`src/rtl/spi_master_tx.sv`:
```
// SPI master transmitter: one cs-low frame per accepted byte, sclk idle low, mosi MSB first.
// Frame = sync period, WIDTH data periods, trailer period; the receiver samples on sclk falling edges.
module spi_master_tx #(
    parameter int CLK_DIV = 4,
    parameter int WIDTH   = 8,
    parameter int CS_GAP  = 2
) (
    input  logic             clk,
    input  logic             rst_n,
    input  logic             start,
    input  logic [WIDTH-1:0] din,
    output logic             ready,
    output logic             done,
    output logic             sclk,
    output logic             cs,
    output logic             mosi
);

    localparam int CW   = (CLK_DIV > 1) ? $clog2(CLK_DIV) : 1;
    localparam int PMAX = (WIDTH + 1 > CS_GAP - 1) ? WIDTH + 1 : CS_GAP - 1;
    localparam int PW   = $clog2(PMAX + 1);

    localparam logic [CW-1:0] HALF_LAST     = CW'(CLK_DIV - 1);
    localparam logic [PW-1:0] PER_LAST      = PW'(WIDTH + 1);
    localparam logic [PW-1:0] PER_DATA_LAST = PW'(WIDTH);
    localparam logic [PW-1:0] GAP_LAST      = PW'(CS_GAP - 1);

    typedef enum logic [2:0] {
        S_IDLE,
        S_SETUP,
        S_HIGH,
        S_LOW,
        S_GAP
    } state_t;

    state_t           state_q, state_d;
    logic [CW-1:0]    half_q, half_d;
    logic [PW-1:0]    per_q, per_d;
    logic [WIDTH-1:0] shift_q, shift_d;
    logic             ready_q, ready_d;
    logic             done_q, done_d;
    logic             sclk_q, sclk_d;
    logic             cs_q, cs_d;
    logic             mosi_q, mosi_d;
    logic             half_end;

    assign half_end = (half_q == HALF_LAST);

    always_comb begin
        state_d = state_q;
        half_d  = half_end ? '0 : half_q + CW'(1);
        per_d   = per_q;
        shift_d = shift_q;
        ready_d = ready_q;
        done_d  = 1'b0;
        sclk_d  = sclk_q;
        cs_d    = cs_q;
        mosi_d  = mosi_q;

        case (state_q)
            S_IDLE: begin
                half_d = '0;
                if (start && ready_q) begin
                    state_d = S_SETUP;
                    shift_d = din;
                    per_d   = '0;
                    ready_d = 1'b0;
                    cs_d    = 1'b0;
                end
            end
            S_SETUP: begin
                if (half_end) begin
                    state_d = S_HIGH;
                    per_d   = '0;
                    sclk_d  = 1'b1;
                    mosi_d  = 1'b0;
                end
            end
            S_HIGH: begin
                if (half_end) begin
                    state_d = S_LOW;
                    sclk_d  = 1'b0;
                end
            end
            S_LOW: begin
                if (half_end) begin
                    if (per_q != PER_LAST) begin
                        state_d = S_HIGH;
                        per_d   = per_q + PW'(1);
                        sclk_d  = 1'b1;
                        // periods 1..WIDTH carry data; the trailer period drives 0
                        if (per_q < PER_DATA_LAST) begin
                            mosi_d  = shift_q[WIDTH-1];
                            shift_d = shift_q << 1;
                        end else begin
                            mosi_d = 1'b0;
                        end
                    end else begin
                        state_d = S_GAP;
                        per_d   = '0;
                        cs_d    = 1'b1;
                        mosi_d  = 1'b0;
                        done_d  = 1'b1;
                    end
                end
            end
            S_GAP: begin
                if (half_end) begin
                    if (per_q != GAP_LAST) begin
                        per_d = per_q + PW'(1);
                    end else if (start) begin
                        // a held start is taken on the edge ready would rise, so cs stays high exactly CS_GAP half-periods
                        state_d = S_SETUP;
                        shift_d = din;
                        per_d   = '0;
                        cs_d    = 1'b0;
                    end else begin
                        state_d = S_IDLE;
                        ready_d = 1'b1;
                    end
                end
            end
            default: begin
                state_d = S_IDLE;
                ready_d = 1'b1;
                cs_d    = 1'b1;
                sclk_d  = 1'b0;
                mosi_d  = 1'b0;
            end
        endcase
    end

    always_ff @(posedge clk or negedge rst_n) begin
        if (!rst_n) begin
            state_q <= S_IDLE;
            half_q  <= '0;
            per_q   <= '0;
            shift_q <= '0;
            ready_q <= 1'b1;
            done_q  <= 1'b0;
            sclk_q  <= 1'b0;
            cs_q    <= 1'b1;
            mosi_q  <= 1'b0;
        end else begin
            state_q <= state_d;
            half_q  <= half_d;
            per_q   <= per_d;
            shift_q <= shift_d;
            ready_q <= ready_d;
            done_q  <= done_d;
            sclk_q  <= sclk_d;
            cs_q    <= cs_d;
            mosi_q  <= mosi_d;
        end
    end

    assign ready = ready_q;
    assign done  = done_q;
    assign sclk  = sclk_q;
    assign cs    = cs_q;
    assign mosi  = mosi_q;

endmodule

```
`config.mk`:
```
export PLATFORM = sky130hd
export DESIGN_NAME = spi_master_tx
export DESIGN_NICKNAME = d
export VERILOG_FILES = /design/src/rtl/spi_master_tx.sv
export SDC_FILE = /design/constraint.sdc
export NUM_CORES = 1
export LEC_CHECK = 0
export BUFFER_PORTS_ARGS = -buffer_cell sky130_fd_sc_hd__clkbuf_2
export CAP_MARGIN = 20
export CORE_UTILIZATION = 35
export CTS_CLUSTER_SIZE = 20
export DETAILED_ROUTE_END_ITERATION = 10
export HOLD_SLACK_MARGIN = 0.02
export MAX_ROUTING_LAYER = met4
export SLEW_MARGIN = 20
export SYNTH_ARGS = -nofsm -noshare
export SYNTH_HDL_FRONTEND = slang
export SYNTH_SLANG_ARGS = --single-unit
```
`constraint.sdc`:
```
create_clock -name clk -period 1.8 [get_ports clk]
set_clock_uncertainty 0.1 [all_clocks]
set_input_delay 0.18 -clock clk [delete_from_list [all_inputs] [get_ports clk]]
set_output_delay 0.18 -clock clk [all_outputs]
set_load 0.05 [all_outputs]
```
Word-level counts from Yosys, hierarchy flattened
Cells that the tools add are included.

Add/sub/neg operators: 2. $lt $le $gt $ge: 1. Eq/ne operators: 19. Multiplexer cells: 50. Bitwise gates (word level): 4. Reduce and logical (&&, ||, !) cells: 15.

Operators with widths (count): 8-bit two-way mux (7); 4-bit two-way mux (7); 8-bit one-hot mux with 3 select lines (1); 2-bit inequality test, second input constant (11); 3-bit two-way mux (7); 1-bit two-way mux (20); 4-bit one-hot mux with 4 select lines (1); 3-bit one-hot mux with 5 select lines (1); 6-bit AND reduction (2); 5-bit AND reduction (2); 1-bit one-hot mux with 4 select lines (2); 8-bit AND reduction (1); 7-bit AND reduction (1); 3-bit by 2-bit == test with 1-bit output, second input constant (2); 1-bit one-hot mux with 3 select lines (2); 3-bit OR reduction (2); 4-bit by 1-bit adder with 4-bit output, second input constant (1); 4-bit < comparator, second input constant (1); 2-bit two-way mux (2); 4-bit by 1-bit inequality test with 1-bit output, second input constant (1); 4-bit inequality test, second input constant (1); 1-bit NOT (4); 4-bit nonzero test (1); 2-bit OR reduction (2); 9 further kinds (9).

Bits in registers: 22. Bits of input ports: 11. Output and inout bits: 5. Word-level logic and storage cells: 100.

Depth between registers and ports, before layout
Depth after elaboration: 5. Mapped depth: 6. Gate-level depth less buffers: 6.

Worst setup path after synthesis
No wires, ideal clock.

Path type: register to register. Start: register per_q[1]. End: register per_q[0]. Setup time: 125 ps. Data arrival time: 1596 ps. Required time: 1575 ps. Setup slack: -21 ps. Stages on the path, launching flop included: 7. Buffers on the path: 0. Clock period less this slack: 1821 ps. Path through: dfrtp_1 -> inv_1 -> ha_1 -> or3b_1 -> a32oi_2 -> nor2_1 -> mux2_2.

Word-level cells in the longest chain between the ends: 4. Elaborated cells on any way between the ends: 9. Classes of those cells: 3 x eq/ne; 5 x mux; 1 x reduce/logical.

RTL lines: start, declared (line 38) `logic [PW-1:0] per_q, per_d;`; start signal, assigned (line 147) `per_q <= per_d;`; 4-bit by 1-bit inequality test with 1-bit output / 4-bit inequality test (equally long branches) (line 109, 87); 4-bit two-way mux, on equally long branches (line 109, 87); 4-bit two-way mux, on equally long branches (line 108, 86); 4-bit one-hot mux with 4 select lines (line 60) `case (state_q)`.

Several ways; a longest one is shown, not always the timed one. The select of a mux whose other input is x is not followed. A chain may end at the register's enable or synchronous reset.

Worst setup path in the final report
Start: register per_q[1]. End: register per_q[1].

Word-level cells in the longest chain between the ends: 4. Elaborated cells on any way between the ends: 10. Classes of those cells: 1 x add/sub; 3 x eq/ne; 5 x mux; 1 x reduce/logical.

RTL lines (line): 4-bit by 1-bit adder with 4-bit output (tied with other cells) (89, 110); 4-bit two-way mux, on equally long branches (109, 87); 4-bit two-way mux, on equally long branches (108, 86); 4-bit one-hot mux with 4 select lines (60).

Several ways; a longest one is shown, not always the timed one. The select of a mux whose other input is x is not followed.

==> results.rst <==
.. list-table::
   :header-rows: 1

   * - Metric
     - Value
   * - Result of the run
     - finished, final reports clean
   * - Maximum fanout along the worst path
     - 6
   * - Buf/Inv on CP
     - 1
   * - Most frequent cell after synthesis
     - sky130_fd_sc_hd__nand2_1
   * - # DRC
     - 0
   * - Largest area contributor in the netlist
     - sky130_fd_sc_hd__dfrtp_1
   * - Worst skew pair latency
     - 0.31 ns
   * - Initial detailed-routing violation count
     - 60
   * - Wire per inst
     - 13.42 µm
   * - Global placement routability congestion
     - 0.8678
   * - Setup slack, reg-to-reg
     - 0.005 ns
   * - Synth Flop Type
     - sky130_fd_sc_hd__dfrtp_1
   * - Number of clock buffers inserted by TritonCTS
     - 3
   * - Clock Path Buffers
     - 2
   * - Relative area change from synthesis to final layout
     - 30.20%
   * - Via-per-instance ratio
     - 5.274
   * - Initial antenna violation count
     - 0
   * - Count of vias placed by the detailed router
     - 1097
   * - Psw
     - 183.3 µW
   * - Worst r2r src
     - per_q[1]$_DFFE_PN0P_
   * - Number of optimization iterations in the first detailed-route pass
     - 4
   * - WP depth
     - 6
   * - Post-synthesis instance area
     - 0.001264 mm²
   * - Required time worst endpoint
     - 1.92 ns
   * - Final layout net count
     - 177
   * - Power density cells
     - 557.4 mW/mm²
   * - CP Data Arrival Time
     - 1.91 ns
   * - Final Slew Violations
     - 0
   * - Biggest area contributors in the synthesized netlist
     - sky130_fd_sc_hd__dfrtp_1 40%, sky130_fd_sc_hd__mux2_2 8.9%, sky130_fd_sc_hd__nand2_1 7.4%, sky130_fd_sc_hd__dfstp_2 4.2%, sky130_fd_sc_hd__nor2_1 3.3%
   * - Number of antenna cells inserted
     - 0
   * - Ratio of cells with drive above 1 in the final layout
     - 38.27%
   * - List of cells traversed by the critical path
     - inv_2 -> ha_4 -> or3b_4 -> a32oi_4 -> nor2_1 -> mux2_2
   * - Maximum operating frequency
     - 0.5571 GHz
   * - Number of port buffers
     - 15
   * - Synth unique cells
     - 35
   * - Post-Syn Instances
     - 132
   * - Final setup fails
     - 0
   * - Number of core rows
     - 21
   * - Core Box Area
     - 0.003390 mm²
   * - Max-cap violations
     - 0
   * - Number of cells traversed by the worst register-to-register path
     - 6
   * - Seq pwr share
     - 53.9%
   * - Critical R2R Capture
     - per_q[1]$_DFFE_PN0P_
   * - Congestion Overflow GR
     - 0
   * - Cell family with the largest share of critical-path delay
     - simple AND/OR/NAND/NOR gates
   * - Post-synthesis net count
     - 146
   * - Unrepaired setup endpoints after global routing
     - yes
   * - Class of the most critical setup path
     - flip-flop to flip-flop
   * - Final Instance Area
     - 0.001645 mm²
   * - Maximum vdd drop
     - 0.2491 mV
   * - Leak Pwr
     - 0.0007247 µW
   * - Minimum clock period after layout
     - 1.795 ns
   * - Crit path to
     - per_q[1]$_DFFE_PN0P_
   * - Wire length of the first global-routing pass
     - 4491 µm
   * - I/O pins
     - 16
   * - Setup crit end kind
     - flip-flop
   * - Register bit count reported by yosys
     - 22
   * - Vertical extent of the die
     - 62.09 µm
   * - Overall global routing resource usage
     - 16.47%
   * - Largest net degree at the start of global routing
     - 23
   * - Number of global-route vias before repair
     - 1058
   * - Utilization of the core after routing
     - 48.54%
   * - Total routed wirelength
     - 2791 µm
   * - Worst-Margin Slew
     - 0.5492 ns
   * - Int Pwr
     - 733.8 µW
   * - Worst setup path startpoint
     - per_q[1]$_DFFE_PN0P_
   * - Clock-pin slew reported for the worst setup and hold paths after clock tree synthesis
     - 0.13 ns
   * - Number of enable flip-flop cells after synthesis
     - 0
   * - CTS tree
     - built
   * - Post-placement cell area
     - 0.001464 mm²
   * - Remaining antenna violation count
     - 0
   * - Deepest level of the CTS H-tree
     - 1
   * - Half-perimeter wire length of the detailed placement result
     - 2030 µm
   * - Hold violation count in the final report
     - 0
   * - Slowest stage cell, crit path
     - sky130_fd_sc_hd__dfrtp_1
   * - Num Clock Sinks
     - 22
   * - X dimension of the die
     - 62.09 µm
   * - Yosys top cell area share
     - 39.60%
   * - Min-Delay Path Class
     - input port to flip-flop
   * - Die area
     - 0.003855 mm²
   * - Asr flop ratio synth
     - 100.0%
   * - Root buf cell
     - sky130_fd_sc_hd__clkbuf_4
   * - Portion of total power attributed to the clock network
     - 42.5%
   * - Logic gate share of total power
     - 3.6%
   * - Initial cell density of the core
     - 37.28%
   * - Kind of launch point of the worst setup path
     - flip-flop
   * - Relative max-transition margin
     - 63.39%
   * - Final worst path period share
     - 99.72%
   * - Beginning of the worst hold path
     - din[2]
   * - Mean area per synthesized cell
     - 9.574 µm²
   * - Number of warnings printed during yosys synthesis
     - 0
   * - Switching share of power
     - 19.99%
   * - Sequential-to-total area share from yosys stat
     - 43.76%
   * - Crit-path max cell delay
     - 0.41 ns
   * - Most instantiated cells after synthesis
     - 25 x sky130_fd_sc_hd__nand2_1, 20 x sky130_fd_sc_hd__dfrtp_1, 11 x sky130_fd_sc_hd__nor2_1, 10 x sky130_fd_sc_hd__mux2_2, 8 x sky130_fd_sc_hd__a21oi_1
## tightest hold or removal path: cells and delay by family
family / cells / cell delay (ns)
buffers and inverters: 1 / 0.08
muxes: 1 / 0.13
and+or+nand+nor: 2 / 0.09
## routing by layer
| metal | up-vias | global-route usage [%] | part of all wire [%] |
|---|---|---|---|
| li1 | 521 | - | - |
| met1 | 544 | 17.46 | 42 |
| met2 | 28 | 30.24 | 54 |
| met3 | 4 | 2.070 | 2.9 |
| met4 | 0 | 7.302 | 1.8 |
| met5 | - | - | 0 |
## layout by cell type (no fill, tap or decap), types with 2 or more instances in the layout
cell type	count
sky130_fd_sc_hd__nand3_1	5
sky130_fd_sc_hd__clkbuf_4	3
sky130_fd_sc_hd__ha_4	2
sky130_fd_sc_hd__o21bai_1	2
sky130_fd_sc_hd__nor2_1	11
sky130_fd_sc_hd__nor3_1	2
sky130_fd_sc_hd__nand3b_1	2
sky130_fd_sc_hd__mux2_2	3
sky130_fd_sc_hd__clkbuf_2	15
sky130_fd_sc_hd__dfrtp_1	20
sky130_fd_sc_hd__dfstp_2	2
sky130_fd_sc_hd__o21ai_0	5
sky130_fd_sc_hd__nand2_1	25
sky130_fd_sc_hd__dlygate4sd3_1	2
sky130_fd_sc_hd__a21oi_1	8
sky130_fd_sc_hd__and3b_1	2
sky130_fd_sc_hd__o22ai_1	4
sky130_fd_sc_hd__mux2_4	7
sky130_fd_sc_hd__buf_4	15
sky130_fd_sc_hd__inv_1	3
## through the flow
stage | hold WS [ns] | setup slack, ns | setup TNS (ns) | total power [µW] | std cells
floorplan | -0.2156 | -0.004969 | -0.03479 | 510.2 | 132
global placement | 0.08964 | -0.01562 | -0.05646 | 532.8 | 200
detailed placement | 0.1026 | -0.09035 | -0.7200 | 533.8 | 200
CTS | 0.07355 | -0.001631 | -0.002792 | 927.0 | 207
global route | 0.08485 | -0.06064 | -0.4636 | 945.6 | 208
finish | 0.07896 | 0.005051 | 0 | 917.0 | 208
## sequential cells by signal (all words and copies together), names as in the netlist
signal and flops:
half_q 2, cs 1, mosi 1, sclk 1, shift_q 8, state_q 3
per_q 4, done 1, ready 1
## logic make-up (layout without fill, tap and decap cells)
logic type	after synthesis	count (layout)	synth area share, %
multiplexers	11	11	9.703
adder cells (fa/ha/maj)	3	3	2.971
flip-flops	22	22	43.76
AND/OR/NAND/NOR	58	58	23.96
buffers and inverters	11	41	4.356
AO/OA/AOI/OAI	27	27	15.25
## cell type report
type	count	area [µm²]
clock inverters	1	30.03
multi-input cells	99	739.5
repair buffers	33	227.7
fillers	316	1744
inverters	4	15.01
well taps	46	57.56
clock buffers	3	22.52
flip-flops and latches	22	553.0
## what timing repair did
action                                 in CTS  in global routing
resized for setup                           8                  9
setup endpoints to repair                  12                 11
hold buffers                                2                  0
endpoints found under the hold margin      21                  0
buffers inserted                            1                  1
pin swaps                                   3                  3
## worst min path at each step
| stage | slack (ns) | endpoint | cells past startpoint |
|---|---|---|---|
| 3_3_place_gp | 0.09 | sclk$_DFFE_PN0P_ | 1 |
| 2_1_floorplan | -0.22 | done$_DFF_PN0_ | 0 |
| 5_1_grt | 0.08 | shift_q[5]$_DFFE_PN0P_ | 4 |
| 3_5_place_dp | 0.10 | per_q[3]$_DFFE_PN0P_ | 1 |
| 4_1_cts | 0.07 | shift_q[6]$_DFFE_PN0P_ | 4 |
| 6_report | 0.08 | shift_q[2]$_DFFE_PN0P_ | 4 |
## power groups by stage
| stage | combinational, µW | clock [µW] | sequential, µW |
|---|---|---|---|
| CTS | 33.8 | 399 | 495 |
| global placement | 29.2 | 0 | 504 |
| floorplan | 6.45 | 0 | 504 |
| finish | 33.2 | 389 | 494 |
| global route | 38.8 | 412 | 495 |
| detailed placement | 30.2 | 0 | 504 |
No activity file was read; power rests on OpenSTA's default activity.
